File: src/rtl/stream_pkg.sv
// ============================================================================
// Module      : stream_pkg
// Description : Shared stream types and constants for the valid/ready blocks.
// Revision    : 1.0
// ============================================================================
`default_nettype none

package stream_pkg;

  typedef enum logic [1:0] {
    EMPTY = 2'd0,
    BUSY  = 2'd1,
    FULL  = 2'd2
  } skid_state_e;

  localparam int SKID_DEPTH = 2;

endpackage

`default_nettype wire

File: src/rtl/ready_skid_buffer.sv
// ============================================================================
// Module      : ready_skid_buffer
// Description : Two-entry valid/ready slice with a registered in_ready path.
// Revision    : 1.0
// ============================================================================
`default_nettype none

module ready_skid_buffer
  import stream_pkg::*;
#(
  parameter int data_width = 8
) (
  input  logic                  clk,
  input  logic                  rst,
  input  logic                  in_valid,
  input  logic [data_width-1:0] in_data,
  output logic                  in_ready,
  output logic                  out_valid,
  output logic [data_width-1:0] out_data,
  input  logic                  out_ready,
  output logic [1:0]            level
);

  skid_state_e           state_q, state_d;
  logic [data_width-1:0] main_q, main_d;
  logic [data_width-1:0] skid_q, skid_d;
  logic                  w_in_fire;
  logic                  w_out_fire;

  // Handshake outputs come only from the state flop, never from out_ready.
  assign in_ready   = (state_q != FULL);
  assign out_valid  = (state_q != EMPTY);
  assign out_data   = main_q;
  assign w_in_fire  = in_valid & in_ready;
  assign w_out_fire = out_valid & out_ready;

  always_comb begin
    level = 2'd0;
    case (state_q)
      EMPTY:   level = 2'd0;
      BUSY:    level = 2'd1;
      FULL:    level = 2'(SKID_DEPTH);
      default: level = 2'd0;
    endcase
  end

  always_comb begin
    state_d = state_q;
    main_d  = main_q;
    skid_d  = skid_q;
    case (state_q)
      EMPTY: begin
        if (w_in_fire) begin
          state_d = BUSY;
          main_d  = in_data;
        end
      end
      BUSY: begin
        if (w_in_fire && w_out_fire) begin
          main_d = in_data;
        end else if (w_in_fire) begin
          state_d = FULL;
          skid_d  = in_data;
        end else if (w_out_fire) begin
          state_d = EMPTY;
        end
      end
      FULL: begin
        // Skid beat is always the younger one, so it moves up to the head.
        if (w_out_fire) begin
          state_d = BUSY;
          main_d  = skid_q;
        end
      end
      default: state_d = EMPTY;
    endcase
  end

  always_ff @(posedge clk) begin
    if (rst) begin
      state_q <= EMPTY;
      main_q  <= '0;
      skid_q  <= '0;
    end else begin
      state_q <= state_d;
      main_q  <= main_d;
      skid_q  <= skid_d;
    end
  end

endmodule

`default_nettype wire

File: config.mk
export PLATFORM = sky130hd
export DESIGN_NAME = ready_skid_buffer
export DESIGN_NICKNAME = d
export VERILOG_FILES = /design/src/rtl/stream_pkg.sv /design/src/rtl/ready_skid_buffer.sv
export SDC_FILE = /design/constraint.sdc
export NUM_CORES = 1
export LEC_CHECK = 0
export BUFFER_PORTS_ARGS = -buffer_cell sky130_fd_sc_hd__buf_4
export CAP_MARGIN = 40
export CORE_MARGIN = 2
export CORE_UTILIZATION = 45
export DETAILED_ROUTE_END_ITERATION = 12
export GPL_TIMING_DRIVEN = 1
export PLACE_DENSITY = 0.79
export SYNTH_ARGS = -nofsm -noshare
export SYNTH_HDL_FRONTEND = slang
export SYNTH_SLANG_ARGS = --single-unit
File: constraint.sdc
create_clock -name clk -period 1.1 [get_ports clk]
set_clock_uncertainty 0.05 [all_clocks]
set_input_delay 0.055 -clock clk [delete_from_list [all_inputs] [get_ports clk]]
set_output_delay 0.055 -clock clk [all_outputs]
set_load 0.02 [all_outputs]
==> metrics.txt <==
Hold Crit Class in -> reg; total gr overflow 0; clk slew on worst S/H paths 0.10 ns; share of layout cells above drive strength 1 53.4%; Leak 0.000578 uW; DRC 0; Post-Syn Area 876 sq um; DRT antenna net count 0; CP Capture Type flop; H-Tree Depth 1; Avg Cell Area, Syn 9.52 sq um; Die ar. 2320 sq um; DRT Wirelength 2420 microns; period utilization 120%; Reg2Reg Depth 4; FF+latch count, synth 18; Sw Ratio 28.1%; initial core utilization 49.1%; crit path capture out_data[7]$_SDFFE_PP0P_; Yosys Warn Count 0; RR Endpoint out_data[7]$_SDFFE_PP0P_; first-pass GRT wire length 3640 microns; Flop pwr share 46.9%; number of core rows 15; Comb pwr share 26.7%; P_int 1110 uW; worst-skew pair later-pin latency 0.29 ns; Required @ worst endpoint 1.22 ns; Ports 24; max_slew headroom 73.8%; Core ar. 1780 sq um; worst hold slack 0.0251 ns; maximum VDD drop 915 uV; TritonRoute pass-1 iters 4; clock share of power 26.5%; failing checks setup timing; Switch Pwr 432 uW; chip width 48.1 microns; largest net degree at the start of global routing 19; ant diodes 0; max cap viols 0; reg2reg setup slack -0.22 ns; GP Congestion 0.777; initial DRC count 4; status finished with violations; Crit Path Max Fanout 5; gr usage total 23.4%; clk sink count 18; setup ws final -0.220 ns; setup TNS -3.59 ns; sequential area share after synthesis 41.1%; vias in the first global route 814; routed length per instance 15.3 microns; setup violators final 22; Least-Margin Pin Slew 0.391 ns; antenna violations before repair 0; CTS Buffer Depth 2; CTS root buffer clkbuf_4; syn_nets 104; final worst path period need 1.32 ns; CP peak stage delay 0.34 ns; unrepaired setup endpoints after global routing yes; Die Span Y 48.1 microns; Synth Instances 92; startpoint types flop; Layout fillers 129; DR vias 858; post-synth cell types 25; port bufs 23; Final Max Slew Viols 0; WS Path Type reg -> reg; PwrDens 1110 nW/um^2; Final #Nets 146; CP arrival 1.44 ns; final hold viol count 0; Max Clk Rate 757 MHz; Via-to-Cell Ratio 5.43; worst-path cell chain buf_4 > and3b_2 > a211oi_1 > a211oi_2; final core utilization 77.5%; DP HPWL 1410 microns; Worst setup startpoint state_q[1]$_SDFFE_PP0P_; reg-to-reg startpoint state_q[1]$_SDFFE_PP0P_; Crit-path slowest cell dfxtp_2; Area Overhead vs Synth 57.9%; CTS Buf Count 3; CTS tree built
-- sequential cells by signal, indices dropped and copies added (netlist names) --
name	count
out_data	8
skid_q	8
state_q	2
-- cells by family (layout without fill, tap and decap cells) --
kind of cell           Yosys count  count (layout)  share of synthesized area (%)
flip-flops                      18              18                           41.1
AO/OA/AOI/OAI                   29              29                           27.7
AND/OR/NAND/NOR                 28              29                           16.4
multiplexers                     8               8                           9.14
buffers and inverters            9              49                           5.57
-- through the flow --
| stage | power (uW) | setup slack (ns) | std cells | area, sq um |
|---|---|---|---|---|
| finish | 1540 | -0.220 | 158 | 1380 |
| global route | 1600 | -0.255 | 158 | 1380 |
| CTS | 1530 | -0.186 | 158 | 1340 |
| detailed placement | 1060 | -0.284 | 140 | 1100 |
| global placement | 1050 | -0.219 | 140 | 1100 |
| floorplan | 927 | -0.0596 | 92 | 883 |
-- routing by layer --
layer / part of all wire (%) / GRT usage (%) / routed length [microns]
met1: 42 / 26.6 / 1020
met3: 2.9 / 3.70 / 71
met5: 0 / 0 / 0
met4: 2.0 / 14.1 / 49
met2: 53 / 40.8 / 1280
-- what timing repair did --
item / CTS / global route
hold buffers: 8 / 0
pin swaps: 2 / 4
setup buffers: 4 / 0
endpoints found under the setup margin: 22 / 22
resized for setup: 23 / 12
endpoints found under the hold margin: 8 / 0
gates cloned: 2 / 0
-- worst min-delay path by stage --
stage	from	endpoint	slack [ns]	cells past startpoint
finish	out_ready	state_q[1]$_SDFFE_PP0P_	0.03	3
global route	out_ready	state_q[1]$_SDFFE_PP0P_	0.04	3
CTS	out_ready	state_q[1]$_SDFFE_PP0P_	0.01	3
detailed placement	in_data[6]	skid_q[6]$_SDFFE_PP0P_	0.27	3
global placement	in_data[0]	skid_q[0]$_SDFFE_PP0P_	0.26	3
floorplan	in_data[0]	skid_q[0]$_SDFFE_PP0P_	0.14	2
-- placed cells by master, fill, tap and decap left out, types with 2 or more instances in the layout --
master	Yosys	final
dlygate4sd3_1	0	8
a211oi_2	8	8
a211oi_1	8	8
a21oi_2	0	2
buf_4	1	27
nand2_2	0	5
clkbuf_4	0	3
nand2_1	17	11
buf_6	1	9
mux2i_2	0	4
a21oi_1	9	7
dfxtp_1	18	16
mux2i_1	8	4
-- area by class of cell --
type                       count  area, sq um  area share (%)
tap                           25         31.3            2.26
clock buffer                   4         36.3            2.62
timing repair buffer          44          384            27.8
multi-input combinational     66          562            40.6
inverter                       1         3.75           0.271
sequential                    18          365            26.4
-- power groups by stage --
stage / clock network (uW) / logic, uW / registers [uW]
floorplan: 0 / 165 / 762
global placement: 0 / 318 / 731
detailed placement: 0 / 325 / 733
CTS: 416 / 392 / 717
global route: 440 / 438 / 725
finish: 407 / 410 / 721
-- critical path, delay by kind of cell (launching register included) --
family          cells  cell delay (ns)
compound gates      2             0.44
buf+inv             1             0.14
flops               1             0.34
simple gates        1             0.23
-- cells in the mapped netlist, drive strengths merged --
master | count | area, sq um
a211oi | 16 | 160
a21o | 2 | 22.5
a21oi | 9 | 45.0
and2 | 1 | 6.26
and3b | 1 | 8.76
buf | 3 | 23.8
clkbuf | 5 | 21.3
dfxtp | 18 | 360
inv | 1 | 3.75
mux2i | 8 | 80.1
nand2 | 17 | 63.8
nand2b | 2 | 12.5
nand4bb | 1 | 11.3
nor2 | 1 | 3.75
nor2b | 2 | 12.5
nor4bb | 1 | 10.0
o21a | 1 | 7.51
o21bai | 1 | 7.51
or2 | 1 | 6.26
or3b | 1 | 8.76
No activity file was read; power rests on OpenSTA's default activity.
